File: config.mk
export PLATFORM = sky130hd
export DESIGN_NAME = ibexc_rvfi_trace_fifo
export DESIGN_NICKNAME = d
export VERILOG_FILES = /design/src/rtl/ibexc_rvfi_trace_fifo.sv
export SDC_FILE = /design/constraint.sdc
export NUM_CORES = 1
export LEC_CHECK = 0
export ABC_CLOCK_PERIOD_IN_PS = 13800
export BUFFER_PORTS_ARGS = -buffer_cell sky130_fd_sc_hd__buf_2
export CAP_MARGIN = 10
export CORE_MARGIN = 2
export CORE_UTILIZATION = 60
export CTS_BUF_LIST = sky130_fd_sc_hd__clkbuf_4 sky130_fd_sc_hd__clkbuf_8
export CTS_CLUSTER_DIAMETER = 150
export DETAILED_ROUTE_END_ITERATION = 7
export PLACE_DENSITY = 0.84
export RECOVER_POWER = 25
export SYNTH_ARGS = -nofsm -noshare
export SYNTH_HDL_FRONTEND = slang
export SYNTH_SLANG_ARGS = --single-unit
File: constraint.sdc
create_clock -name clk_i -period 13.8 [get_ports clk_i]
set_input_delay 1.38 -clock clk_i [delete_from_list [all_inputs] [get_ports clk_i]]
set_output_delay 1.38 -clock clk_i [all_outputs]
set_load 0.01 [all_outputs]
File: src/rtl/ibexc_rvfi_trace_fifo.sv
// RVFI retirement trace FIFO: captures one record per retired instruction and
// drains each record as a 4-beat 32-bit packet over a valid/ready trace port.
module ibexc_rvfi_trace_fifo #(
  parameter int Depth    = 8,
  parameter int DropCntW = 16
) (
  input  logic                       clk_i,
  input  logic                       rst_i,
  input  logic                       trace_en_i,
  input  logic                       rvfi_valid,
  input  logic [63:0]                rvfi_order,
  input  logic [31:0]                rvfi_insn,
  input  logic                       rvfi_trap,
  input  logic                       rvfi_intr,
  input  logic [1:0]                 rvfi_mode,
  input  logic [4:0]                 rvfi_rd_addr,
  input  logic [31:0]                rvfi_rd_wdata,
  input  logic [31:0]                rvfi_pc_rdata,
  output logic                       trace_valid_o,
  output logic [31:0]                trace_data_o,
  output logic                       trace_last_o,
  input  logic                       trace_ready_i,
  output logic [$clog2(Depth):0]     fifo_level_o,
  output logic [DropCntW-1:0]        drop_cnt_o,
  output logic                       busy_o
);

  localparam int AW = $clog2(Depth);
  localparam int LW = AW + 1;

  typedef struct packed {
    logic        drop;
    logic [14:0] order;
    logic        trap;
    logic        intr;
    logic [1:0]  mode;
    logic [4:0]  rd_addr;
    logic [31:0] rd_wdata;
    logic [31:0] pc;
    logic [31:0] insn;
  } rec_t;

  typedef enum logic [1:0] {BEAT0, BEAT1, BEAT2, BEAT3} beat_e;

  rec_t                mem [Depth];
  rec_t                head;
  rec_t                new_rec;
  logic [AW-1:0]       wptr_q, rptr_q;
  logic [LW-1:0]       level_q, level_d;
  logic                busy_q;
  beat_e               beat_q, beat_d;
  logic                drop_pending_q;
  logic [DropCntW-1:0] drop_cnt_q;

  logic full, handshake, pop, capture, push, drop;

  // Only the low order bits travel in the packet.
  logic unused_order;
  assign unused_order = ^rvfi_order[63:15];

  assign full      = (level_q == LW'(Depth));
  assign handshake = busy_q && trace_ready_i;
  assign pop       = handshake && (beat_q == BEAT3);
  assign capture   = rvfi_valid && trace_en_i;
  assign push      = capture && (!full || pop);
  assign drop      = capture && full && !pop;

  assign new_rec = '{drop:     drop_pending_q,
                     order:    rvfi_order[14:0],
                     trap:     rvfi_trap,
                     intr:     rvfi_intr,
                     mode:     rvfi_mode,
                     rd_addr:  rvfi_rd_addr,
                     rd_wdata: rvfi_rd_wdata,
                     pc:       rvfi_pc_rdata,
                     insn:     rvfi_insn};

  always_comb begin
    level_d = level_q;
    unique case ({push, pop})
      2'b10:   level_d = level_q + LW'(1);
      2'b01:   level_d = level_q - LW'(1);
      default: level_d = level_q;
    endcase
  end

  // Storage is not reset; occupancy is tracked solely by the pointers and level.
  always_ff @(posedge clk_i) begin
    if (push) begin
      mem[wptr_q] <= new_rec;
    end
  end

  always_ff @(posedge clk_i) begin
    if (rst_i) begin
      wptr_q         <= '0;
      rptr_q         <= '0;
      level_q        <= '0;
      busy_q         <= 1'b0;
      drop_pending_q <= 1'b0;
      drop_cnt_q     <= '0;
    end else begin
      if (push) wptr_q <= wptr_q + AW'(1);
      if (pop)  rptr_q <= rptr_q + AW'(1);
      level_q <= level_d;
      busy_q  <= (level_d != '0);
      if (push) begin
        drop_pending_q <= 1'b0;
      end else if (drop) begin
        drop_pending_q <= 1'b1;
      end
      if (drop && !(&drop_cnt_q)) begin
        drop_cnt_q <= drop_cnt_q + DropCntW'(1);
      end
    end
  end

  always_ff @(posedge clk_i) begin
    if (rst_i) begin
      beat_q <= BEAT0;
    end else begin
      beat_q <= beat_d;
    end
  end

  assign head = mem[rptr_q];

  always_comb begin
    beat_d       = beat_q;
    trace_data_o = '0;
    trace_last_o = 1'b0;
    if (handshake) begin
      unique case (beat_q)
        BEAT0:   beat_d = BEAT1;
        BEAT1:   beat_d = BEAT2;
        BEAT2:   beat_d = BEAT3;
        default: beat_d = BEAT0;
      endcase
    end
    if (busy_q) begin
      unique case (beat_q)
        BEAT0: trace_data_o = {(head.drop ? 8'hD5 : 8'hA5), head.order, head.trap,
                               head.intr, head.mode, head.rd_addr};
        BEAT1: trace_data_o = head.pc;
        BEAT2: trace_data_o = head.insn;
        default: begin
          trace_data_o = head.rd_wdata;
          trace_last_o = 1'b1;
        end
      endcase
    end
  end

  assign trace_valid_o = busy_q;
  assign busy_o        = busy_q;
  assign fifo_level_o  = level_q;
  assign drop_cnt_o    = drop_cnt_q;

endmodule

-- Word level (Yosys, flattened, before mapping)
Memories as Yosys holds them, arrays and structs flattened. A register that Yosys moved wholly into a read port is not among the register bits.
Cells that the tools add are included.
- equal/unequal tests: 6
- reduce and logical (&&, ||, !) cells: 16
- muxes and demuxes: 11
- add/subtract/negate cells: 5
- operator list (operator ; number):
    $pmux W32 S3 ; 1
    $mux W32 ; 1
    $add A16 B1 Y16 const B ; 1
    $reduce_and A16 Y1 ; 1
    $pmux W4 S2 ; 1
    $logic_and A1 B1 Y1 ; 7
    $mux W7 ; 1
    $add A3 B1 Y3 const B ; 2
    $eq A2 B2 Y1 const B ; 3
    $mux W3 ; 2
    $pmux W2 S3 ; 1
    $add A4 B1 Y4 const B ; 1
    $eq A2 B1 Y1 const B ; 2
    $eq A4 B4 Y1 const B ; 1
    $mux W1 ; 4
    $reduce_bool A4 Y1 ; 1
    $sub A4 B1 Y4 const B ; 1
    $logic_not A1 Y1 ; 3
    $reduce_or A3 Y1 ; 1
    $logic_not A2 Y1 ; 1
    $reduce_or A2 Y1 ; 1
    $logic_or A1 B1 Y1 ; 1
- bits in registers: 30
- output and inout bits: 55
- word-level logic and storage cells: 46
- memories kept: 1
- bits in writable memories: 968
- input port bits: 174
- memories (name ; words ; bits a word ; read ports ; clocked after memory_dff ; write ports ; line ; source):
    mem ; 8 ; 121 ; 1 ; 1 ; 1 ; 45 ; rec_t mem [Depth];

-- Depth between registers and ports, before layout
Gate-level depths: netlist of run 1.
- depth in word-level cells: 7
- gate-level depth with buffers: 9
- mapped depth without buffers: 9

-- Worst setup path after synthesis of run 1
OpenSTA, ideal clock, no wires.
- path kind: input to register
- start: in rvfi_valid
- end: mem mem[0][0] (netlist bit) (enable)
- data required time: 13.051 ns
- setup slack: 2.896 ns
- setup time: 0.749 ns
- stages: 4
- buffers on the path: 0
- data arrival time: 10.155 ns
- cells stage by stage: nand2_1 a21oi_1 nand2b_1 nor3_1
- word-level cells in the longest chain between the ends: 4
- RTL lines (element ; line ; source):
    from (decl) ; 10 ; input logic rvfi_valid,
    $logic_and A1 B1 Y1 ; 64 ; assign capture = rvfi_valid && trace_en_i;
    $logic_and A1 B1 Y1 ; 65 ; assign push = capture && (!full || pop);
    $mux W1 ; 89 ; if (push) begin
    $mux W1 (implied by the code) ; 90 ; mem[wptr_q] <= new_rec;
    to (decl) ; 45 ;
Every way passes these cells.

==> impl_results.md, run 1 <==
- Mapped cell area: 38600 sq um
- Setup violations, final: 0
- DRT Wirelength: 85.4 mm
- Gr usage total: 25.9%
- Rows: 92
- Synthesized instance count: 1852
- Setup Skew: 0.0408 ns
- Via count: 19.9k
- Die area: 66300 sq um
- Fin Hold WS: 0.499 ns
- Sink Count: 1001
- Final #Nets: 2288
- Root buf cell: clkbuf_8
- Placeable Area: 63300 sq um
- Crit end category: output port
- RD Place Congestion: 0.782
- Critical Path Sink: trace_data_o[0]
- Initial core utilization: 60.9%
- CTS tree: done
- P_leak: 0.0132 uW
- Pin count of the biggest net entering global routing: 126
- Final core utilization: 68.3%
- Grt total ovfl: 0
- Worst Max-Slew Pin Slew: 1.22 ns
- Post-synth cell types: 47
- Hold Path Class: reg2reg
- Post-CTS Setup Inserts: 0
- Syn Nets: 2035
- HPWL after DPL: 46.5 mm
- Final instance area: 43200 sq um
- Async S/R FF share, synth: 0%
- Clock buffer depth: 3
- Total CTS buffers: 151
- Slew HR: 18.7%
- H-tree depth: 4
- First-pass GRT wire length: 126 mm
- Number of synthesized flops with an enable pin: 968
- Drt initial violations: 2363
- Port bufs: 179
- Initial antenna violation count: 31
- Synth Register Bits: 1001
- Most common cell after layout, fill and taps aside: edfxtp_1
- Part of the cycle the worst path needs: 46.7%
- DRC violation count after routing: 0
- Drt first pass iters: 6
- Clock-pin slew on the worst setup and hold paths: 0.06 ns
- Total power draw: 5910 uW
- Number of global-route vias before repair: 20.6k
- DR vias/cell: 6.46
- CP Max Fanout: 107
- Avg Cell Area, Syn: 20.8 sq um
- Worst skew pair latency: 0.80 ns
- Synth warnings: 0
- Peak supply drop: 97.0 uV
- Pwr/cell area: 137 nW/um^2
- Post-CTS Hold Buffers: 0
- Most frequent cells in the layout: edfxtp_1, mux4_2, clkbuf_8
- Max-slew violation count: 0
- Top Ports: 229
- Max Fclk: 155 MHz
- Die Ht: 258 um
- Crit path arrival time: 5.06 ns
- Fraction of final layout cells sized beyond drive strength 1: 27.4%
- Area added between synthesis and finish: 12.1%
- Reg-to-Reg Start: beat_q[0]
- DR WL/cell: 27.8 um
- Reg2Reg Depth: 7
- Cts repair resizes: 0
- Post-DP Area: 40300 sq um
- Worst Path Required: 12.42 ns
- Sequential element share of the synthesized area: 77.1%
- RSZ-0062 raised after global routing: false
- CP Launch Type: flip-flop
- Final Hold Viols: 0
- Fillers: 3714
- Setup CP Type: reg2out
- Reg2Reg Setup Slack: 9.24 ns
- Setup TNS: 0 ns
- Minimum clock period: 6.44 ns
- Dominant synthesized flop cell: edfxtp_1
- Total of max-cap violations: 0
- Status: finished clean
- Critical R2R Capture: mem[7][36]
- Hold_sp: rptr_q[1]
- Die W: 258 um
- Detail Route Antenna Nets: 0
-- flip-flops by register name, summed over array words and instances (netlist names), named ones only --
signal and count:
fifo_level_o 4, rptr_q 3, wptr_q 3, busy_o 1, drop_cnt_o 16, drop_pending_q 1
beat_q 2, mem 968
-- report_power, final --
part,internal [uW],leakage (uW),switching (uW),total (uW)
Combinational,48.0,0.00269,112,160
Sequential,3360,0.00900,8.61,3370
Clock,1280,0.00155,1090,2380
-- logic make-up (layout without fill, tap and decap cells) --
| kind of cell | Yosys count | count (layout) | synth area share (%) |
|---|---|---|---|
| flip-flops | 1001 | 1001 | 77.1 |
| multiplexers | 322 | 322 | 15.3 |
| AND/OR/NAND/NOR | 225 | 225 | 2.61 |
| AO/OA/AOI/OAI | 167 | 167 | 3.01 |
| buffers and inverters | 114 | 471 | 1.36 |
| XOR/XNOR | 14 | 14 | 0.318 |
| adder cells (fa/ha/maj) | 9 | 9 | 0.292 |
| other | 0 | 19 | 0 |
-- critical path, cell delays in order (launching register included) --
cell	delay [ns]
dfxtp_4	1.00
buf_12	0.67
buf_4	0.93
mux4_2	0.60
mux2i_1	0.39
nand2_1	0.13
nand2_1	0.11
a21oi_1	0.08
buf_2	0.17
-- synth_stat cells (3+ instances only) --
library cell / n / area, sq um
a21oi_1: 43 / 215
a221oi_1: 46 / 403
a22oi_1: 29 / 218
a31oi_1: 29 / 181
and2_1: 3 / 18.8
buf_1: 4 / 15.0
buf_2: 52 / 260
buf_4: 8 / 60.1
clkbuf_1: 45 / 169
dfxtp_1: 33 / 661
edfxtp_1: 968 / 29100
ha_1: 9 / 113
inv_1: 5 / 18.8
mux2_2: 12 / 135
mux2i_1: 97 / 971
mux4_2: 213 / 4800
nand2_1: 86 / 323
nand2b_1: 7 / 43.8
nand3_1: 13 / 65.1
nand4_1: 3 / 18.8
nor2_1: 81 / 304
nor2b_1: 5 / 31.3
nor3_1: 9 / 45.0
nor4_1: 3 / 18.8
o21ai_0: 7 / 35.0
or3_1: 4 / 25.0
or4_1: 3 / 22.5
xnor2_1: 6 / 52.6
xor2_1: 8 / 70.1
-- how the worst min path moves through the flow --
stage | endpoint | slack [ns] | cells after the start
final | rptr_q[1] | 0.50 | 2
after floorplan | flip-flop | 0.45 | 2
after detailed placement | flip-flop | 0.48 | 2
after CTS | rptr_q[1] | 0.49 | 2
after global placement | flip-flop | 0.46 | 2
after global routing | rptr_q[1] | 0.53 | 2
-- through the flow --
step | cells | setup WS [ns]
final | 3074 | 7.36
after global routing | 3065 | 6.92
after CTS | 3055 | 7.20
after global placement | 2798 | 8.04
after detailed placement | 2798 | 8.07
after floorplan | 1852 | 2.90
-- area by class of cell --
type                            count  area [sq um]  area share (%)
Antenna cell                       19          47.5           0.110
Inverter                            5          18.8          0.0434
Clock buffer                      205          2530            5.85
Sequential cell                  1001         29700            68.8
Tap cell                          846          1060            2.45
Timing Repair Buffer              209          1040            2.40
Clock inverter                     52           419           0.970
Multi-Input combinational cell    737          8380            19.4
-- metal layers --
layer / wire, um / global-route usage, % / up-vias / share of wire, %
met5: 163 / 0 / - / 0.19
met2: 42100 / 40.8 / 1206 / 49
li1: - / - / 8219 / -
met3: 9020 / 7.70 / 184 / 11
met1: 31500 / 34.4 / 10200 / 37
met4: 2540 / 10.5 / 26 / 3.0
No activity file was read; power rests on OpenSTA's default activity.
==> run 2: changes to the inputs <==
--- a/config.mk
+++ b/config.mk
@@ -5,15 +5,15 @@
 export SDC_FILE = /design/constraint.sdc
 export NUM_CORES = 1
 export LEC_CHECK = 0
-export ABC_CLOCK_PERIOD_IN_PS = 13800
+export ABC_CLOCK_PERIOD_IN_PS = 5500
 export BUFFER_PORTS_ARGS = -buffer_cell sky130_fd_sc_hd__buf_2
 export CAP_MARGIN = 10
 export CORE_MARGIN = 2
-export CORE_UTILIZATION = 60
+export CORE_UTILIZATION = 57
 export CTS_BUF_LIST = sky130_fd_sc_hd__clkbuf_4 sky130_fd_sc_hd__clkbuf_8
 export CTS_CLUSTER_DIAMETER = 150
 export DETAILED_ROUTE_END_ITERATION = 7
-export PLACE_DENSITY = 0.84
+export PLACE_DENSITY = 0.83
 export RECOVER_POWER = 25
 export SYNTH_ARGS = -nofsm -noshare
 export SYNTH_HDL_FRONTEND = slang
==> constraint.sdc (replaced) <==
create_clock -name clk_i -period 5.5 [get_ports clk_i]
set_input_delay 0.55 -clock clk_i [delete_from_list [all_inputs] [get_ports clk_i]]
set_output_delay 0.55 -clock clk_i [all_outputs]
set_load 0.01 [all_outputs]
==> impl_results.md, run 2 (synthesis gave the netlist of run 1 again) <==
- Reg-to-Reg Start: beat_q[0]
- Fin Hold WS: 0.0866 ns (-0.412 ns)
- First-pass GRT wire length: 128 mm (+1.3%)
- Setup Skew: 0.0243 ns (-0.0166 ns)
- Max Fclk: 230 MHz
- Largest register by flop count: mem
- Detail Route Antenna Nets: 0 (unchanged)
- CP Buf/Inv Count: 2 (-1)
- Drt initial violations: 2461 (+4.1%)
- Rows: 95 (+3.3%)
- CP Max Fanout: 51 (-52%)
- Storage cell area: 29700 sq um (unchanged)
- Hold Path Stages: 3 (+1)
- Final Hold Viols: 0 (unchanged)
- Final core utilization: 66.4% (-1.9 points)
- Initial core utilization: 57.5% (-3.4 points)
- Crit path arrival time: 3.80 ns (-1.26 ns)
- Root buf cell: clkbuf_8
- Total number of cells along the worst setup path: 6 (-2)
- Initial antenna violation count: 20 (-35%)
- Slowest CP cell: dfxtp_4
- Total power draw: 14700 uW (+150%)
- Seq pwr share: 57.4% (+0.4 points)
- Part of the cycle the worst path needs: 79.1%
- DR vias/cell: 6.30 (-2.5%)
- DRC violation count after routing: 0 (unchanged)
- Minimum clock period: 4.35 ns
- Worst skew pair latency: 0.81 ns (about the same)
- Placeable Area: 67000 sq um (+5.9%)
- Hold_sp: trace_ready_i
- Number of flip-flops in the largest register: 968 (unchanged)
- Reg2Reg Depth: 6 (-1)
- Worst Max-Slew Pin Slew: 1.11 ns (-0.110 ns)
- Setup CP Type: reg2out
- Die Ht: 264 um (+2.6%)
- Setup TNS: 0 ns (unchanged)
- Clock-pin slew on the worst setup and hold paths: 0.06 ns (about the same)
- Comb pwr share: 3.3% (+0.6 points)
- Worst Path Required: 4.95 ns (-7.47 ns)
- Crit end category: output port
- Peak supply drop: 181 uV (+87%)
- Port bufs: 179 (unchanged)
- Fraction of final layout cells sized beyond drive strength 1: 26.9% (-0.49 points)
- Clock buffer depth: 3 (unchanged)
- Drt first pass iters: 7 (+1)
- CP Launch Type: flip-flop
- Clock share of power: 39.3% (-1.0 points)
- Most frequent cells in the layout: edfxtp_1, mux4_2, clkbuf_8
- DR WL/cell: 26.7 um (-3.9%)
- HPWL after DPL: 48.1 mm (+3.3%)
- Pin count of the biggest net entering global routing: 87 (-31%)
- Total of max-cap violations: 0 (unchanged)
- Gr usage total: 24.7% (-1.2 points)
- Net Sw Power: 3070 uW (+150%)
- Via count: 20.3k (+2.2%)
- Total CTS buffers: 150 (-0.66%)
- Setup violations, final: 0 (unchanged)
- Slew HR: 25.9% (+7.2 points)
- Setup slack after layout: 1.15 ns (-6.21 ns)
- Die area: 69700 sq um (+5.2%)
- Switching share of power: 20.9% (+0.31 points)
- P_leak: 0.0138 uW (+4.2%)
- Hold Path Class: in2reg
- H-tree depth: 4 (unchanged)
- Critical R2R Capture: mem[5][77]
- RSZ-0062 raised after global routing: false
- Area added between synthesis and finish: 15.5%
- Max-slew violation count: 0 (unchanged)
- Pwr/cell area: 331 nW/um^2 (+140%)
- Hold EP: beat_q[1]
- Int Pwr: 11600 uW (+150%)
- Multi-input combinational cell area: 8390 sq um (+0.19%)
- Die W: 264 um (+2.6%)
- Crit path max-delay family: flip-flops
- Top Ports: 229 (unchanged)
- Reg2Reg Setup Slack: 2.01 ns (-7.23 ns)
- Number of global-route vias before repair: 21.0k (+2.1%)
- Pre-CTS setup slack: 1.91 ns (-6.16 ns)
- Sink Count: 1001 (unchanged)
- Final #Nets: 2411 (+5.4%)
- Most common cell after layout, fill and taps aside: edfxtp_1
- CP Cell Sequence: buf_4 > mux4_2 > mux2_2 > a22oi_1 > a21oi_1 > buf_2
- CTS tree: done
- Status: finished clean
- Crit path largest cell delay: 0.96 ns (-0.04 ns)
- DRT Wirelength: 86.0 mm (+0.71%)
- Grt total ovfl: 0 (unchanged)
- RD Place Congestion: 0.778 (-0.50%)
- Fillers: 4082 (+9.9%)
[run 2: cell types whose count changed in the layout (fill, tap and decap cells not counted), moves of 5 or more]
cell           before  now
clkbuf_8          158  153
buf_12              2   12
diode_2            19   11
clkinv_1           21   33
buf_2              92  110
clkbuf_1           87   69
dlygate4sd3_1       0  110
[run 2: how the worst max path moves through the flow]
stage / endpoint / slack, ns
6_report: trace_data_o[30] / 1.15
2_1_floorplan: mem[2][0] / -1.33
4_1_cts: trace_data_o[30] / 1.05
3_3_place_gp: trace_data_o[30] / 1.95
3_5_place_dp: trace_data_o[30] / 1.91
5_1_grt: trace_data_o[14] / 0.96
[run 2: timing repair]
action,in CTS,in global routing
hold endpoints to repair,802,0
gates resized for setup,0,0
hold buffers,110,0
buffers inserted,0,0
[run 2: metal layers]
layer | global-route usage [%] | up-vias | share of wire, %
li1 | - | 8479 | -
met1 | 33.0 | 10400 | 38
met2 | 39.8 | 1217 | 49
met3 | 6.54 | 195 | 9.9
met4 | 9.00 | 22 | 2.8
met5 | 0 | - | 0.17
[run 2: through the flow]
| stage | cell area, sq um | std cells |
|---|---|---|
| floorplan | 38600 | 1852 |
| global placement | 40600 | 2839 |
| detailed placement | 40600 | 2839 |
| CTS | 44600 | 3211 |
| global route | 44500 | 3216 |
| finish | 44500 | 3222 |
[run 2: layout make-up]
| cell class | instances | share of cell area, % |
|---|---|---|
| diodes | 11 | 0.0618 |
| clock buffers | 203 | 5.57 |
| well taps | 873 | 2.45 |
| multi-input cells | 737 | 18.9 |
| inverters | 5 | 0.0422 |
| clock inverters | 59 | 0.838 |
| flip-flops and latches | 1001 | 66.8 |
| repair buffers | 333 | 5.37 |
[run 2: worst register-to-register path: stages (launching register included)]
cell and delay [ns]:
dfxtp_1 0.44, ha_1 0.30, nand3_1 0.18, a21oi_1 0.40
nand2_1 0.34, nor2_4 0.94, buf_4 0.53
[run 2: power by group through the flow]
stage          Clock [uW]  Sequential [uW]  Combinational, uW
5_1_grt              6160             8460                509
2_1_floorplan           0             8620                174
3_5_place_dp            0             8610                404
6_report             5790             8460                478
4_1_cts              5850             8460                478
3_3_place_gp            0             8610                378
